[src/rtl/counter_sequencer.sv]
// counter_sequencer
//   Sequences a WIDTH-bit up/down counter: load on Start, count in RUN,
//   freeze in HOLD, detect the terminal value, then either finish with a
//   one-cycle DONE (one-shot) or reload and keep running (auto-reload).
//
//   Optional build macro: COUNTER_SEQUENCER_PRESCALE_EN
//     defined   -> one count tick every PRESCALE clocks while in RUN
//     undefined -> one count tick on every RUN clock
//
// Ports
//   Clk        in   system clock, rising edge
//   Reset      in   synchronous, active-high reset
//   Start      in   begin a sequence (sampled only in IDLE)
//   Abort      in   cancel a sequence in RUN/HOLD/DONE, return to IDLE
//   Hold       in   freeze counting while high
//   Up         in   direction, 1 = up / 0 = down (captured on Start)
//   AutoReload in   1 = periodic, 0 = one-shot (captured on Start)
//   LoadVal    in   start/reload value (captured on Start)
//   Count      out  current count, registered
//   Busy       out  high in RUN and HOLD
//   Done       out  one-cycle pulse on one-shot completion
//   Wrap       out  one-cycle pulse on each auto-reload
module counter_sequencer #(
  parameter int WIDTH    = 4,
  parameter int PRESCALE = 4
) (
  input  logic             Clk,
  input  logic             Reset,
  input  logic             Start,
  input  logic             Abort,
  input  logic             Hold,
  input  logic             Up,
  input  logic             AutoReload,
  input  logic [WIDTH-1:0] LoadVal,
  output logic [WIDTH-1:0] Count,
  output logic             Busy,
  output logic             Done,
  output logic             Wrap
);

  localparam logic [1:0] S_IDLE = 2'd0;
  localparam logic [1:0] S_RUN  = 2'd1;
  localparam logic [1:0] S_HOLD = 2'd2;
  localparam logic [1:0] S_DONE = 2'd3;

  localparam logic [WIDTH-1:0] ALL_ONES = '1;

  if (PRESCALE < 2) begin : g_prescale_check
    $error("counter_sequencer: PRESCALE must be at least 2");
  end

  logic [1:0]       r_state;
  logic [WIDTH-1:0] r_count;
  logic [WIDTH-1:0] r_reload;
  logic             r_up;
  logic             r_auto;
  logic             r_busy;
  logic             r_done;
  logic             r_wrap;

  logic [1:0]       w_state_n;
  logic [WIDTH-1:0] w_count_n;
  logic [WIDTH-1:0] w_reload_n;
  logic             w_up_n;
  logic             w_auto_n;
  logic             w_wrap_n;
  logic             w_tick;
  logic             w_at_term;

  assign w_at_term = r_up ? (r_count == ALL_ONES) : (r_count == '0);

`ifdef COUNTER_SEQUENCER_PRESCALE_EN
  localparam int PW = $clog2(PRESCALE);
  localparam logic [PW-1:0] PRE_LAST = PW'(PRESCALE - 1);

  logic [PW-1:0] r_pre;

  assign w_tick = (r_pre == PRE_LAST);

  // Phase is cleared outside RUN/HOLD (covers Start) and on Abort, and
  // only advances on RUN cycles that are not being held.
  always_ff @(posedge Clk) begin
    if (Reset) begin
      r_pre <= '0;
    end else if (Abort || (r_state == S_IDLE) || (r_state == S_DONE)) begin
      r_pre <= '0;
    end else if ((r_state == S_RUN) && !Hold) begin
      r_pre <= w_tick ? '0 : r_pre + 1'b1;
    end
  end
`else
  assign w_tick = 1'b1;
`endif

  always_comb begin
    w_state_n  = r_state;
    w_count_n  = r_count;
    w_reload_n = r_reload;
    w_up_n     = r_up;
    w_auto_n   = r_auto;
    w_wrap_n   = 1'b0;
    case (r_state)
      S_IDLE: begin
        // Start outranks a simultaneous Abort here; Abort alone does nothing.
        if (Start) begin
          w_state_n  = S_RUN;
          w_count_n  = LoadVal;
          w_reload_n = LoadVal;
          w_up_n     = Up;
          w_auto_n   = AutoReload;
        end
      end
      S_RUN: begin
        if (Abort) begin
          w_state_n = S_IDLE;
          w_count_n = '0;
        end else if (Hold) begin
          w_state_n = S_HOLD;
        end else if (w_tick) begin
          if (!w_at_term) begin
            w_count_n = r_up ? r_count + 1'b1 : r_count - 1'b1;
          end else if (r_auto) begin
            w_count_n = r_reload;
            w_wrap_n  = 1'b1;
          end else begin
            w_state_n = S_DONE;
          end
        end
      end
      S_HOLD: begin
        if (Abort) begin
          w_state_n = S_IDLE;
          w_count_n = '0;
        end else if (!Hold) begin
          w_state_n = S_RUN;
        end
      end
      S_DONE: begin
        w_state_n = S_IDLE;
        if (Abort) begin
          w_count_n = '0;
        end
      end
      default: begin
        w_state_n = S_IDLE;
        w_count_n = '0;
      end
    endcase
  end

  // Status flags are registered from the next state so they line up with
  // the state they describe.
  always_ff @(posedge Clk) begin
    if (Reset) begin
      r_state  <= S_IDLE;
      r_count  <= '0;
      r_reload <= '0;
      r_up     <= 1'b0;
      r_auto   <= 1'b0;
      r_busy   <= 1'b0;
      r_done   <= 1'b0;
      r_wrap   <= 1'b0;
    end else begin
      r_state  <= w_state_n;
      r_count  <= w_count_n;
      r_reload <= w_reload_n;
      r_up     <= w_up_n;
      r_auto   <= w_auto_n;
      r_busy   <= (w_state_n == S_RUN) || (w_state_n == S_HOLD);
      r_done   <= (w_state_n == S_DONE);
      r_wrap   <= w_wrap_n;
    end
  end

  assign Count = r_count;
  assign Busy  = r_busy;
  assign Done  = r_done;
  assign Wrap  = r_wrap;

endmodule

[config.mk]
export PLATFORM = sky130hd
export DESIGN_NAME = counter_sequencer
export DESIGN_NICKNAME = d
export VERILOG_FILES = /design/src/rtl/counter_sequencer.sv
export SDC_FILE = /design/constraint.sdc
export NUM_CORES = 1
export LEC_CHECK = 0
export CAP_MARGIN = 20
export CORE_MARGIN = 2
export CORE_UTILIZATION = 30
export CTS_CLUSTER_DIAMETER = 80
export DETAILED_ROUTE_END_ITERATION = 7
export GPL_TIMING_DRIVEN = 0
export PLACE_DENSITY = 0.53
export SYNTH_ARGS = -nofsm -noshare
export SYNTH_HDL_FRONTEND = slang
export SYNTH_SLANG_ARGS = --single-unit
export TNS_END_PERCENT = 50
[constraint.sdc]
create_clock -name Clk -period 2.25 [get_ports Clk]
set_input_delay 0.45 -clock Clk [delete_from_list [all_inputs] [get_ports Clk]]
set_output_delay 0.45 -clock Clk [all_outputs]
set_load 0.1 [all_outputs]
==> results of run 1 <==
## Yosys cell counts (2+ instances only)
cell type | number | share of area
a21oi_1 | 3 | 0.019
a311oi_1 | 2 | 0.023
clkbuf_1 | 3 | 0.015
dfxtp_1 | 15 | 0.39
ha_1 | 3 | 0.048
mux2i_1 | 6 | 0.077
nand2_1 | 6 | 0.029
nand3_1 | 2 | 0.013
nor2_1 | 16 | 0.077
nor2b_1 | 4 | 0.032
o211ai_1 | 2 | 0.019
o21bai_1 | 2 | 0.019
xnor2_1 | 3 | 0.034
## worst max-delay path by stage
stage / from / end / slack, ns / depth (start not counted)
after global placement: Count[0] / Count[0] / 0.14 / 1
after detailed placement: Count[0] / Count[0] / 0.13 / 1
after global routing: Done / Done / 0.02 / 1
final: Done / Done / 0.08 / 1
after floorplan: Count[0] / Count[3] / 0.04 / 3
after CTS: Done / Done / 0.06 / 1
## per-stage QoR
| stage | setup WS (ns) | hold slack [ns] | utilization | total power, W | instances |
|---|---|---|---|---|---|
| finish | 0.0789 | 0.494 | 0.411 | 0.000712 | 136 |
| global route | 0.0237 | 0.545 | 0.411 | 0.000761 | 136 |
| CTS | 0.0626 | 0.498 | 0.411 | 0.000721 | 136 |
| detailed placement | 0.132 | 0.486 | 0.402 | 0.000572 | 132 |
| global placement | 0.141 | 0.476 | 0.402 | 0.000571 | 132 |
| floorplan | 0.0428 | 0.447 | - | 0.000503 | 85 |
## layout make-up
cell class / count / area, um2
Fill cell: 254 / 1450
Multi-Input combinational cell: 66 / 460
Sequential cell: 15 / 304
Timing Repair Buffer: 17 / 165
Tap cell: 30 / 37.5
Clock buffer: 4 / 26.3
Buffer: 3 / 11.3
Inverter: 1 / 3.75
## layer usage
layer	up-vias	part of all wire
li1	348	-
met1	287	0.50
met2	16	0.44
met3	2	0.046
met4	0	0.0093
met5	-	0
## state kept, by name (all words and copies together), names as in the netlist
signal and count:
Count 4, r_reload 4, r_state 2, Busy 1, Done 1, Wrap 1, r_auto 1, r_up 1
## power groups by stage
stage               Sequential, W  Combinational [W]  Clock (W)
global placement         0.000316           0.000255          0
finish                   0.000309           0.000251   0.000152
detailed placement       0.000316           0.000256          0
global route             0.000314           0.000273   0.000173
floorplan                0.000389           0.000114          0
CTS                      0.000309           0.000252   0.000160
## what timing repair did
item                                    in CTS  in global routing
gates resized for setup                      4                  0
hold buffers                                 0                  0
buffers inserted                             0                  0
endpoints found under the setup margin       4                  0
## logic make-up after synthesis
logic type | Yosys count | synth area share
buffers and inverters | 4 | 0.0193
multiplexers | 8 | 0.111
AO/OA/AOI/OAI | 17 | 0.169
flip-flops | 15 | 0.387
XOR/XNOR | 3 | 0.0339
AND/OR/NAND/NOR | 34 | 0.205
adder cells (fa/ha/maj) | 4 | 0.0742
## worst register-to-register path: cells and delay by family, from the launching register on
| family | cells | cell delay [ns] |
|---|---|---|
| flip-flops | 1 | 0.34 |
| multiplexers | 1 | 0.34 |
| AND/OR/NAND/NOR | 2 | 1.05 |
| AO/OA/AOI/OAI | 1 | 0.21 |
==> flow_summary.yaml, run 1 <==
cts:
  cts_tree: "built"
  clock_path_buffers: 2
  htree_levels: 1
  path_clk_slew_ns: 0.09
  cts_inserted_buffers: 3
  cts.sinks: 15
  cts-root-buf: "clkbuf_4"
  worstSkewPairLatency_ns: 0.28
placement:
  postPlaceCellArea_um2: 987
  place_hpwl_um: 1210
  portBuffers: 17
  place.gp.congestion: 0.702
synth:
  yosysUniqueCellTypes: 31
  yosys_warnings: 0
  ys_ff_latch: 15
  ys.flop_type: "dfxtp_1"
  synth_nets: 100
  syn_area_per_cell_um2: 9.13
  synthArstFlopShare: 0
  synth_edf_count: 0
  netlist_instances: 85
  syn_area_um2: 776
  ys_seq_area_frac: 0.387
die:
  ios: 18
  rows: 18
  die_w_um: 54.9
  initial_core_util: 0.316
  die_area_mm2: 0.00301
  die_y_um: 54.9
  core_area_mm2: 0.00245
critical_path:
  critical_path.top_delay_family: "buffers and inverters"
  critPathSlowestCell: "clkdlybuf4s50_1"
  start_kind: "flip-flop"
  path_cells: "clkdlybuf4s50_1"
  r2r_end: "Count[3]"
  crit_path_max_fanout: 1
  r2r-start: "r_up"
  critPathKind: "reg2out"
  max_stage_delay_ns: 1.13
  worstPathArrival_ns: 1.72
  worstSetupEndpointType: "output port"
  regToRegSetupSlack_ns: 0.24
  r2r_cells: 4
  cp_num_buf_inv: 1
  required_ns: 1.80
detailed_routing:
  drt_iter0_drc: 27
  via_per_inst: 4.80
  drtAntennaViolNets: 0
  postRouteWirelength_um: 1620
  via_count: 653
  firstDrtPassIters: 4
  wl_per_cell_um: 11.9
  drc: 0
min_path:
  holdPathEnd: "Wrap"
  whs_path_depth: 2
  hold_class: "reg2reg"
  hp-start: "r_auto"
sta:
  rsz0062_at_grt: "no"
  max_slew.worst_pin.slew_ns: 0.978
  tns_ns: 0
  skew_ns: 0.00169
  hold_viol: 0
  setup_violations: 0
  drv_slew: 0
  final.min_clock_period_ns: 2.17
  fmax_mhz: 461
  period_share: 0.965
  slew-limit-headroom: 0.346
grt:
  grt_pass1_wl_um: 2970
  grt_max_degree: 11
  grt_pass1_vias: 625
  antenna_found_initial: 0
  grt_use_total: 0.138
  top_usage_layer: "met2"
  grtUsageMet1: 0.195
  grt_overflow: 0
  met3_usage: 0.0328
  grt.met2_usage: 0.202
power_and_ir_drop:
  combinationalPowerShare: 0.352
  peakVddDrop_v: 0.000501
  p_leak_nw: 0.398
  p_int_w: 0.000450
  seq_power_share: 0.434
  switching_share: 0.368
  power.density_mw_per_mm2: 706
  power_frac_clock: 0.213
  power_switching_w: 0.000262
run_status:
  status: "completed"
run:
  drv_cap: 0
layout:
  syn2layout_area_growth_pct: 30.0
  drive_gt1_frac: 0.0849
  diodes: 0
  fin_area_mm2: 0.00101
  nNetsFinal: 122
  final_cell_mix: "16 x nor2_1, 13 x clkdlybuf4s50_1, 12 x dfxtp_1, 6 x nand2_1, 6 x mux2i_1"
  final_common_cell: "nor2_1"
Power figures use the tool's default switching activity.
==> inputs of run 2 (changes only) <==
Settings changed: CORE_UTILIZATION 30 to 47, PLACE_DENSITY 0.53 to 0.76, TNS_END_PERCENT 50 to 100.
==> flow_summary.yaml, run 2 (synthesis results as in run 1) <==
grt:
  grt_pass1_vias: 663
  antenna_found_initial: 0
  grt_overflow: 0
  grt_use_total: 0.216
  grt_max_degree: 11
  grt_pass1_wl_um: 3020
critical_path:
  crit_cells: 1
  r2r-start: "r_up"
  critical_path.startpoint: "Wrap"
  cp_num_buf_inv: 1
  start_kind: "flip-flop"
  r2r_end: "Count[3]"
  worstPathArrival_ns: 1.73
  regToRegSetupSlack_ns: 0.21
  crit_end: "Wrap"
  r2r_cells: 4
  critPathSlowestCell: "clkdlybuf4s50_1"
  path_cells: "clkdlybuf4s50_1"
  critPathKind: "reg2out"
  required_ns: 1.80
  crit_path_max_fanout: 1
  critical_path.top_delay_family: "buffers and inverters"
  worstSetupEndpointType: "output port"
  max_stage_delay_ns: 1.12
layout:
  nNetsFinal: 122
  diodes: 0
  final_common_cell: "nor2_1"
  final_util: 0.650
  num-fill-cells: 128
  syn2layout_area_growth_pct: 27.7
  drive_gt1_frac: 0.0849
  final_cell_mix: "16 x nor2_1, 13 x clkdlybuf4s50_1, 12 x dfxtp_1, 6 x nand2_1, 6 x mux2i_1"
  stdcell_count: 122
cts:
  path_clk_slew_ns: 0.09
  cts_setup_buffers: 0
  clock_path_buffers: 2
  cts-root-buf: "clkbuf_4"
  htree_levels: 1
  cts_resized: 4
  cts_inserted_buffers: 3
  worstSkewPairLatency_ns: 0.29
  cts.sinks: 15
  cts_tree: "built"
  cts_hold_buf: 0
sta:
  setup_violations: 0
  slew-limit-headroom: 0.358
  period_share: 0.968
  max_slew.worst_pin.slew_ns: 0.959
  hold_viol: 0
  hold_slack_ns: 0.493
  final.min_clock_period_ns: 2.18
  skew_ns: 0.00481
  rsz0062_at_grt: "no"
  fmax_mhz: 459
  tns_ns: 0
  drv_slew: 0
die:
  initial_core_util: 0.509
  die_w_um: 44.6
  die_y_um: 44.6
  ios: 18
  die_area_mm2: 0.00199
  core_area_mm2: 0.00152
  rows: 14
detailed_routing:
  postRouteWirelength_um: 1650
  wl_per_cell_um: 13.5
  firstDrtPassIters: 4
  drtAntennaViolNets: 0
  drt_iter0_drc: 22
  via_per_inst: 5.48
  via_count: 669
  drc: 0
run:
  drv_cap: 0
power_and_ir_drop:
  total_power_w: 0.000715
  p_leak_nw: 0.398
  peakVddDrop_v: 0.000450
  power.density_mw_per_mm2: 721
placement:
  place.gp.congestion: 0.827
  place_inst: 118
  place_hpwl_um: 1270
  portBuffers: 17
min_path:
  hold_class: "reg2reg"
run_status:
  status: "completed"
==> run 2: cell counts in the layout (fill, tap and decap cells not counted) <==
Identical to the previous run, type by type.
==> run 2: power breakdown <==
group	switching (W)	internal (W)
Sequential	0.0000230	0.000287
Combinational	0.000157	0.0000950
Clock	0.0000838	0.0000690
==> run 2: per-stage QoR <==
stage | instance area [um2] | setup WS, ns
after floorplan | 779 | 0.0428
after global placement | 970 | 0.146
after detailed placement | 970 | 0.134
after CTS | 991 | 0.0650
after global routing | 991 | 0.0231
final | 991 | 0.0722
==> run 2: worst min path at each step <==
stage | slack, ns | start | depth (start not counted) | end
after floorplan | 0.45 | r_auto | 2 | Wrap
after global placement | 0.47 | r_reload[3] | 2 | r_reload[3]
after detailed placement | 0.48 | r_reload[3] | 2 | r_reload[3]
after CTS | 0.50 | r_reload[3] | 2 | r_reload[3]
after global routing | 0.55 | r_reload[0] | 2 | r_reload[0]
final | 0.49 | r_reload[3] | 2 | r_reload[3]
==> run 2: per-layer routing <==
metal | track usage | vias up | wire, um
met3 | 0.0776 | 8 | 106
met5 | 0 | - | 0
met1 | 0.276 | 288 | 748
met4 | 0.121 | 0 | 55
li1 | - | 347 | -
met2 | 0.313 | 26 | 739
==> run 2: cell type report <==
| class | instances | area (um2) | area share |
|---|---|---|---|
| multi-input combinational | 66 | 460 | 0.465 |
| sequential | 15 | 304 | 0.307 |
| timing repair buffer | 17 | 165 | 0.167 |
| clock buffer | 4 | 26.3 | 0.0265 |
| tap | 16 | 20.0 | 0.0202 |
| buffer | 3 | 11.3 | 0.0114 |
| inverter | 1 | 3.75 | 0.00379 |
